### config.mk
export PLATFORM = sky130hd
export DESIGN_NAME = mem_port_arbiter
export DESIGN_NICKNAME = d
export VERILOG_FILES = /design/src/rtl/mem_port_arbiter.sv
export SDC_FILE = /design/constraint.sdc
export NUM_CORES = 1
export LEC_CHECK = 0
export ABC_CLOCK_PERIOD_IN_PS = 1600
export CAP_MARGIN = 10
export CELL_PAD_IN_SITES_DETAIL_PLACEMENT = 1
export CELL_PAD_IN_SITES_GLOBAL_PLACEMENT = 1
export CORE_AREA = 2 2 149 151
export DETAILED_ROUTE_END_ITERATION = 12
export DIE_AREA = 0 0 151 153
export PLACE_DENSITY_LB_ADDON = 0.2
export SYNTH_ARGS = -nofsm -noshare
export SYNTH_HDL_FRONTEND = slang
export SYNTH_SLANG_ARGS = --single-unit
### constraint.sdc
create_clock -name clk -period 1.6 [get_ports clk]
set_input_delay 0.16 -clock clk [delete_from_list [all_inputs] [get_ports clk]]
set_output_delay 0.16 -clock clk [all_outputs]
set_load 0.05 [all_outputs]
### src/rtl/mem_port_arbiter.sv
// Two-master arbiter for one shared memory port. Fetch and data requesters
// compete for a single outstanding transaction. Data normally wins, but a
// fetch that has lost MAX_WAIT times in a row is forced through. A wait
// timeout and any unexpected response both raise a sticky error flag.
module mem_port_arbiter #(
    parameter int unsigned MAX_WAIT = 4,
    parameter int unsigned TIMEOUT  = 15
) (
    input  logic        clk,
    input  logic        reset,
    input  logic        f_req,
    input  logic [31:0] f_addr,
    output logic        f_gnt,
    output logic        f_rvalid,
    output logic [31:0] f_rdata,
    input  logic        d_req,
    input  logic        d_we,
    input  logic [2:0]  d_mode,
    input  logic [31:0] d_addr,
    input  logic [31:0] d_wdata,
    output logic        d_gnt,
    output logic        d_rvalid,
    output logic [31:0] d_rdata,
    output logic        m_req,
    output logic        m_we,
    output logic [2:0]  m_mode,
    output logic [31:0] m_addr,
    output logic [31:0] m_wdata,
    input  logic        m_rvalid,
    input  logic [31:0] m_rdata,
    output logic        busy,
    output logic        err
);

    localparam int unsigned DATA_W  = 32;
    localparam int unsigned ADDR_W  = 32;
    localparam int unsigned MODE_W  = 3;
    localparam int unsigned FWAIT_W = (MAX_WAIT > 0) ? $clog2(MAX_WAIT + 1) : 1;
    localparam int unsigned TCNT_W  = (TIMEOUT > 1) ? $clog2(TIMEOUT + 1) : 1;

    typedef enum logic [1:0] {
        IDLE   = 2'd0,
        WAIT_F = 2'd1,
        WAIT_D = 2'd2
    } arbState;

    // Request as presented on the memory port.
    typedef struct packed {
        logic              we;
        logic [MODE_W-1:0] mode;
        logic [ADDR_W-1:0] addr;
        logic [DATA_W-1:0] wdata;
    } memReq;

    arbState             state;
    arbState             stateNext;
    logic [FWAIT_W-1:0]  fwait;
    logic [FWAIT_W-1:0]  fwaitNext;
    logic [TCNT_W-1:0]   tcnt;
    logic [TCNT_W-1:0]   tcntNext;
    memReq               mReg;
    memReq               mRegNext;
    logic                mReqNext;
    logic                fRvalidNext;
    logic [DATA_W-1:0]   fRdataNext;
    logic                dRvalidNext;
    logic [DATA_W-1:0]   dRdataNext;
    logic                errNext;
    logic                busyNext;
    logic                grantF;
    logic                grantD;
    logic                fetchStarved;
    logic                waitDone;

    assign m_we    = mReg.we;
    assign m_mode  = mReg.mode;
    assign m_addr  = mReg.addr;
    assign m_wdata = mReg.wdata;
    assign f_gnt   = grantF;
    assign d_gnt   = grantD;

    // Arbitration, response handling, timeout and next-state decode.
    always_comb begin
        stateNext    = state;
        fwaitNext    = fwait;
        tcntNext     = tcnt;
        mRegNext     = mReg;
        mReqNext     = 1'b0;
        fRvalidNext  = 1'b0;
        fRdataNext   = f_rdata;
        dRvalidNext  = 1'b0;
        dRdataNext   = d_rdata;
        errNext      = err;
        grantF       = 1'b0;
        grantD       = 1'b0;
        fetchStarved = (fwait == FWAIT_W'(MAX_WAIT));
        waitDone     = 1'b0;

        case (state)
            IDLE: begin
                // A response with nothing outstanding is a protocol error.
                if (m_rvalid) begin
                    errNext = 1'b1;
                end
                if (!reset) begin
                    if (d_req && !(f_req && fetchStarved)) begin
                        grantD = 1'b1;
                    end else if (f_req) begin
                        grantF = 1'b1;
                    end
                end
                if (grantD) begin
                    stateNext      = WAIT_D;
                    mReqNext       = 1'b1;
                    tcntNext       = '0;
                    mRegNext.we    = d_we;
                    mRegNext.mode  = d_mode;
                    mRegNext.addr  = d_addr;
                    mRegNext.wdata = d_wdata;
                    if (f_req && !fetchStarved) begin
                        fwaitNext = fwait + FWAIT_W'(1);
                    end
                end else if (grantF) begin
                    stateNext      = WAIT_F;
                    mReqNext       = 1'b1;
                    tcntNext       = '0;
                    fwaitNext      = '0;
                    mRegNext.we    = 1'b0;
                    mRegNext.mode  = '0;
                    mRegNext.addr  = f_addr;
                    mRegNext.wdata = '0;
                end
            end

            WAIT_F, WAIT_D: begin
                // The TIMEOUT-th wait cycle without a response ends the wait.
                waitDone = m_rvalid || (tcnt == TCNT_W'(TIMEOUT - 1));
                if (waitDone) begin
                    stateNext = IDLE;
                    tcntNext  = '0;
                    if (!m_rvalid) begin
                        errNext = 1'b1;
                    end
                    if (state == WAIT_F) begin
                        fRvalidNext = 1'b1;
                        fRdataNext  = m_rvalid ? m_rdata : '0;
                    end else begin
                        dRvalidNext = 1'b1;
                        dRdataNext  = (m_rvalid && !mReg.we) ? m_rdata : '0;
                    end
                end else begin
                    tcntNext = tcnt + TCNT_W'(1);
                end
            end

            default: begin
                stateNext = IDLE;
            end
        endcase

        busyNext = (stateNext != IDLE);
    end

    // State, counters and registered outputs; reset abandons any transaction.
    always_ff @(posedge clk) begin
        if (reset) begin
            state    <= IDLE;
            fwait    <= '0;
            tcnt     <= '0;
            mReg     <= '0;
            m_req    <= 1'b0;
            f_rvalid <= 1'b0;
            f_rdata  <= '0;
            d_rvalid <= 1'b0;
            d_rdata  <= '0;
            busy     <= 1'b0;
            err      <= 1'b0;
        end else begin
            state    <= stateNext;
            fwait    <= fwaitNext;
            tcnt     <= tcntNext;
            mReg     <= mRegNext;
            m_req    <= mReqNext;
            f_rvalid <= fRvalidNext;
            f_rdata  <= fRdataNext;
            d_rvalid <= dRvalidNext;
            d_rdata  <= dRdataNext;
            busy     <= busyNext;
            err      <= errNext;
        end
    end

endmodule

==> flow_summary_export.csv, run 1 <==
group,metric,value,unit
worst_setup_path,setup.worst_path.end_class,"output port",
worst_setup_path,cp_slowest_cell,"dfxtp_2",
sta,fin_crit_sh,107,%
synth,syn-mean-instance-area,9.98,um2
die,start_util,26.7,%
layout,n_antenna_cell,0,
place,port_buffers,275,
global_routing,grt_first_pass_wirelength,32.0,mm
layout,drive_above_1_share,32.6,%
clock_tree,cts_hold_buf,0,
synth,synth_fp_nets,719,
synth,synthArstFlopShare,0,%
synth,ys_types,45,
worst_hold_path,hold_start,"reset",
worst_setup_path,crit_top_cell,"buf_12",
synth,synthTopCellsByArea,"dfxtp_1 (51%), a22o_1 (9.8%), mux2i_1 (6.3%)",
routing,drc,0,
place,gp_congestion,0.786,
synth,mappedNetlistArea,5740,um2
die,dieArea,23100,um2
routing,drt-wirelength-per-cell,18.0,um
layout,area_growth,71.1,%
sta,fin_ws,-111,ps
clock_tree,clk_pin_slew,70,ps
sta,rsz0062_at_grt,"true",
clock_tree,h-tree-depth,4,
routing,drt_iter0_drc,172,
global_routing,grt_max_degree,54,
clock_tree,cts_made_buffers,17,
global_routing,grt_antenna_before_repair,0,
worst_setup_path,slowest_delay,340,ps
global_routing,grt.total_usage,17.6,%
layout,fin_util,45.7,%
worst_setup_path,arrival,1550,ps
routing,routed_wl,21.2,mm
sta,worst_pin_slew,654,ps
global_routing,grt-ovfl-total,0,
worst_setup_path,start_kind,"register",
sta,skew,13.7,ps
worst_setup_path,cp.required,1440,ps
die,core-area,21500,um2
sta,setup_viol,2,
status,outcome,"complete, but fails checks",
sta,hold_viol,0,
worst_setup_path,path_cells,"inv_2 > ha_4 > nand3_4 > nand4_4 > buf_12 > clkinvlp_4 > buf_12",
synth,synth_edf_count,0,
synth,ys_seq_elements,146,
worst_hold_path,worstHoldPathType,"in -> reg",
worst_setup_path,crit_type,"reg -> out",
synth,ys_seq_area_share,50.9,%
synth,yosysWarnings,0,
synth,synth_flop_cell,"dfxtp_1",
worst_setup_path,crit_start,"fwait[1]$_SDFFE_PP0P_",
place,dp_hpwl,14.4,mm
clock_tree,cts_tree,"built",
routing,ant_nets,0,
status,violations,"negative setup slack",
sta,max_slew_margin,56.4,%
synth,synth_top_area_share,50.9,%
worst_setup_path,critPathMaxFanout,4,
synth,synth_most_common_cell,"dfxtp_1",
clock_tree,clkLatencyLatePin,420,ps
worst_setup_path,regToRegStartpoint,"fwait[1]$_SDFFE_PP0P_",
synth,synthTopCellsByCount,"dfxtp_1 (146), nor2_1 (73), a22o_1 (64)",
routing,vias,5632,
sta,drv_slew,0,
die,pin_count,276,
routing,viasPerCell,4.79,
global_routing,grt_pass1_vias,5995,
die,die_y,153,um
sta,fin_crit,1710,ps
flow_run,drv_cap,0,
layout,fin_nets,1028,
clock_tree,cts_max_path_buffers,2,
sta,holdWs,175,ps
synth,synth.largest_area_cell,"dfxtp_1",
die,rows,54,
power,powerDensity,1040,nW/um2
sta,fmax,584,MHz
synth,synth_cells,575,
clock_tree,cts_sinks,146,
routing,dr.pass1.iters,4,
clock_tree,ctsRootBufferMaster,"clkbuf_16",
power,p_leak,0.00429,uW
die,fp.dieW,151,um
power,ir_drop,0.637,mV
[sequential cells by signal (all words and copies together) (netlist names)]
| signal | count |
|---|---|
| d_rdata | 32 |
| f_rdata | 32 |
| m_addr | 32 |
| m_wdata | 32 |
| tcnt | 4 |
| fwait | 3 |
| m_mode | 3 |
| state | 2 |
| busy | 1 |
| d_rvalid | 1 |
| err | 1 |
| f_rvalid | 1 |
| m_req | 1 |
| m_we | 1 |
[layout by cell type (no fill, tap or decap), types with 3 or more instances in the layout]
cell,instances
buf_4,174
dfxtp_1,141
clkdlybuf4s50_1,135
nor2_1,69
a22o_1,64
nand2_1,38
mux2i_1,36
nand3_1,35
clkbuf_16,20
and2_1,19
a311oi_1,17
and2_0,17
a311oi_2,16
buf_12,11
buf_6,7
inv_2,6
inv_1,6
a21oi_1,6
dfxtp_2,5
a21oi_2,4
o21ai_0,4
ha_4,4
inv_8,4
clkinv_4,4
buf_16,4
clkinvlp_4,3
nor2_4,3
nor3_1,3
ha_1,3
inv_6,3
[metrics by stage]
| step | cell area [um2] | setup TNS [ps] | total power [uW] | setup WS (ps) | instances |
|---|---|---|---|---|---|
| 3_3_place_gp | 8670 | -2170 | 6050 | -101 | 1120 |
| 4_1_cts | 9590 | -236 | 10300 | -133 | 1164 |
| 3_5_place_dp | 8670 | -8550 | 6100 | -183 | 1120 |
| 5_1_grt | 9820 | -3640 | 10700 | -185 | 1177 |
| 6_report | 9820 | -193 | 10200 | -111 | 1177 |
| 2_1_floorplan | 5760 | 0 | 5190 | 27.0 | 575 |
[path summary, 6_finish.rpt]
path	cells after the start	slack (ps)	to
setup / recovery	7	-110	d_gnt
hold / removal	3	180	err$_SDFFE_PP0P_
setup reg to reg	8	20	m_wdata[27]$_SDFFE_PP0P_
hold reg to reg	1	480	f_rdata[18]$_SDFFE_PP0P_
[power breakdown]
| group | internal, uW | switching [uW] | total, uW |
|---|---|---|---|
| Clock | 2220 | 1770 | 3990 |
| Combinational | 1000 | 1310 | 2310 |
| Sequential | 3820 | 104 | 3920 |
[metal layers]
layer | wire length (um) | track usage [%] | share of wire (%)
met5 | 0 | 0 | 0
met4 | 344 | 5.61 | 1.6
met3 | 1490 | 5.49 | 7.0
met2 | 10400 | 30.0 | 49
met1 | 9020 | 21.1 | 42
[repair_timing]
| item | CTS | global route |
|---|---|---|
| gates resized for setup | 34 | 25 |
| gates cloned | 4 | 3 |
| setup endpoints to repair | 69 | 70 |
| buffers inserted | 9 | 10 |
| endpoints found under the hold margin | 0 | 0 |
| pin swaps | 9 | 29 |
[worst max-delay path, delay by kind of cell (launching register included)]
| family | cells | cell delay (ps) |
|---|---|---|
| adders and majority gates | 1 | 160 |
| buffers and inverters | 4 | 410 |
| DFF | 1 | 340 |
| and+or+nand+nor | 2 | 230 |
[area by class of cell]
type                            count  area, um2
Clock buffer                       17        425
Clock inverter                     15        168
Fill cell                        2411      11700
Inverter                           14       58.8
Multi-Input combinational cell    368       2710
Sequential cell                   146       2930
Tap cell                          280        350
Timing Repair Buffer              337       3180
[cell families (layout without fill, tap and decap cells)]
family	count (synthesis)	in the layout	synth area share, %
compound gates	122	122	18.8
fa+ha+maj	7	7	1.53
buf+inv	61	383	5.49
flops	146	146	50.9
mux	36	36	6.28
simple gates	203	203	17.0
(Power assumes the default switching activity.)
==> inputs of run 2 (changes only) <==
--- a/config.mk
+++ b/config.mk
@@ -13,6 +13,7 @@
 export DETAILED_ROUTE_END_ITERATION = 12
 export DIE_AREA = 0 0 151 153
 export PLACE_DENSITY_LB_ADDON = 0.2
+export SKIP_CTS_REPAIR_TIMING = 1
 export SYNTH_ARGS = -nofsm -noshare
 export SYNTH_HDL_FRONTEND = slang
 export SYNTH_SLANG_ARGS = --single-unit
==> flow_summary_export.csv, run 2 (synthesized netlist as in run 1, its figures left out) <==
group,metric,value,unit
worst_setup_path,reg2reg_depth,10,
layout,fill_cells,2385,
worst_setup_path,r2r_end,"m_addr[31]$_SDFFE_PP0P_",
power,seq_power_share,38.0,%
sta,fin_setup_tns,-2350,ps
die,fp.dieW,151,um
die,start_util,26.7,%
sta,fin_crit_sh,110,%
global_routing,grt-ovfl-total,0,
layout,instances_no_fill,1188,
place,dp_cells,1120,
die,core-area,21500,um2
sta,holdWs,183,ps
worst_setup_path,arrival,1610,ps
power,p_total,10400,uW
place,gp_congestion,0.786,
worst_setup_path,crit_start,"fwait[0]$_SDFFE_PP0P_",
layout,drive_above_1_share,36.6,%
worst_setup_path,crit_cells,7,
global_routing,met3_usage,5.46,%
power,p_sw_share,31.5,%
routing,vias,5645,
sta,drv_slew,0,
layout,final_common_cell,"buf_4",
routing,viasPerCell,4.75,
place,port_buffers,275,
global_routing,grt_antenna_before_repair,0,
power,p_leak,0.00438,uW
flow_run,drv_cap,0,
worst_setup_path,start_kind,"register",
worst_setup_path,r2r_setup_slack,-120,ps
worst_setup_path,slowest_delay,350,ps
die,die_y,153,um
power,ir_drop,0.620,mV
worst_setup_path,regToRegStartpoint,"state[1]$_SDFF_PP0_",
die,dieArea,23100,um2
sta,hold_viol,0,
layout,fin_nets,1039,
routing,drt-wirelength-per-cell,18.4,um
sta,rsz0062_at_grt,"true",
global_routing,grt_first_pass_wirelength,30.7,mm
status,outcome,"complete, but fails checks",
worst_setup_path,setup.worst_path.end_class,"output port",
worst_setup_path,cp_num_buf_inv,4,
sta,fin_crit,1770,ps
status,violations,"negative setup slack",
worst_setup_path,path_delay_family,"buffers and inverters",
worst_setup_path,cp.required,1440,ps
sta,fmax,566,MHz
routing,dr.pass1.iters,4,
global_routing,grt_pass1_vias,5851,
sta,worst_pin_slew,663,ps
routing,ant_nets,0,
clock_tree,cts_made_buffers,17,
routing,routed_wl,21.9,mm
worst_setup_path,crit_end,"d_gnt",
worst_hold_path,worstHoldPathType,"in -> reg",
place,dp_hpwl,14.4,mm
layout,n_antenna_cell,0,
sta,fin_ws,-166,ps
clock_tree,ctsRootBufferMaster,"clkbuf_16",
clock_tree,cts_max_path_buffers,2,
worst_setup_path,crit_type,"reg -> out",
routing,drt_iter0_drc,138,
clock_tree,cts_sinks,146,
power,power_frac_comb,23.5,%
layout,area_growth,75.5,%
worst_setup_path,cp_slowest_cell,"dfxtp_2",
die,pin_count,276,
clock_tree,clk_pin_slew,60,ps
sta,max_slew_margin,55.8,%
sta,skew,12.1,ps
power,p_switching,3270,uW
power,internal-power,7120,uW
global_routing,grt_max_degree,54,
global_routing,grt_use_met1,19.9,%
clock_tree,clkLatencyLatePin,420,ps
layout,layout_common_cells,"buf_4 (175), dfxtp_1 (141), clkdlybuf4s50_1 (135), a22o_1 (64), nor2_1 (45)",
worst_setup_path,crit_top_cell,"buf_12",
global_routing,met2_usage,28.5,%
routing,drc,0,
power,powerDensity,1030,nW/um2
die,rows,54,
clock_tree,cts_tree,"built",
worst_setup_path,critPathMaxFanout,7,
worst_setup_path,path_cells,"inv_2 > ha_4 > nand3_4 > nand4_4 > buf_12 > clkinvlp_4 > buf_12",
global_routing,top_usage_layer,"met2",
power,p_clk_share,38.6,%
clock_tree,h-tree-depth,4,
worst_hold_path,whs_path_depth,3,
global_routing,grt.total_usage,16.8,%
sta,setup_viol,34,
==> run 2: cell count changes in the layout (fill, tap and decap cells not counted), moves of 4 or more <==
cell	before	now
nor2_2	1	15
a311oi_2	16	20
nor2_1	69	45
buf_6	7	17
nor2_4	3	13
a311oi_1	17	13
clkbuf_16	20	24
buf_16	4	0
==> run 2: cell type report <==
class	count	area (um2)	share of cell area (%)
inverter	14	56.3	0.559
multi-input combinational	368	2860	28.4
clock buffer	17	425	4.22
tap	280	350	3.48
timing repair buffer	348	3290	32.6
sequential	146	2930	29.1
clock inverter	15	168	1.66
==> run 2: routing by layer <==
metal	up-vias	part of all wire (%)
li1	2692	-
met1	2743	43
met5	-	0
met4	0	1.6
met2	188	49
met3	22	7.0
==> run 2: worst min path at each step <==
stage,startpoint,end,slack [ps]
after CTS,reset,err$_SDFFE_PP0P_,140
after global routing,reset,err$_SDFFE_PP0P_,170
final,reset,err$_SDFFE_PP0P_,180
after global placement,f_rdata[17]$_SDFFE_PP0P_,f_rdata[17]$_SDFFE_PP0P_,460
after detailed placement,d_rdata[29]$_SDFFE_PP0P_,d_rdata[29]$_SDFFE_PP0P_,470
after floorplan,m_rdata[10],d_rdata[10]$_SDFFE_PP0P_,290
==> run 2: worst reg2reg max path, stage by stage, from the launching register on <==
cell and delay (ps):
dfxtp_2 320, inv_2 70, ha_4 200, buf_6 110, buf_6 90, nand2b_4 60, nor2_4 190, buf_6 150
buf_12 150, nor2_1 60, a311oi_2 230
==> run 2: power groups by stage <==
stage	clock network [uW]	logic [uW]	registers, uW
after floorplan	0	587	4600
after global placement	0	2060	3990
after detailed placement	0	2100	4000
after CTS	4130	2100	3920
after global routing	4280	2570	3970
final	4010	2440	3940
==> run 2: stage by stage <==
step,worst slack [ps],utilization [%],instance area [um2]
floorplan,27.0,-,5760
global placement,-101,40.3,8670
detailed placement,-183,40.3,8670
CTS,-378,43.1,9260
global route,-245,46.9,10100
finish,-166,46.9,10100
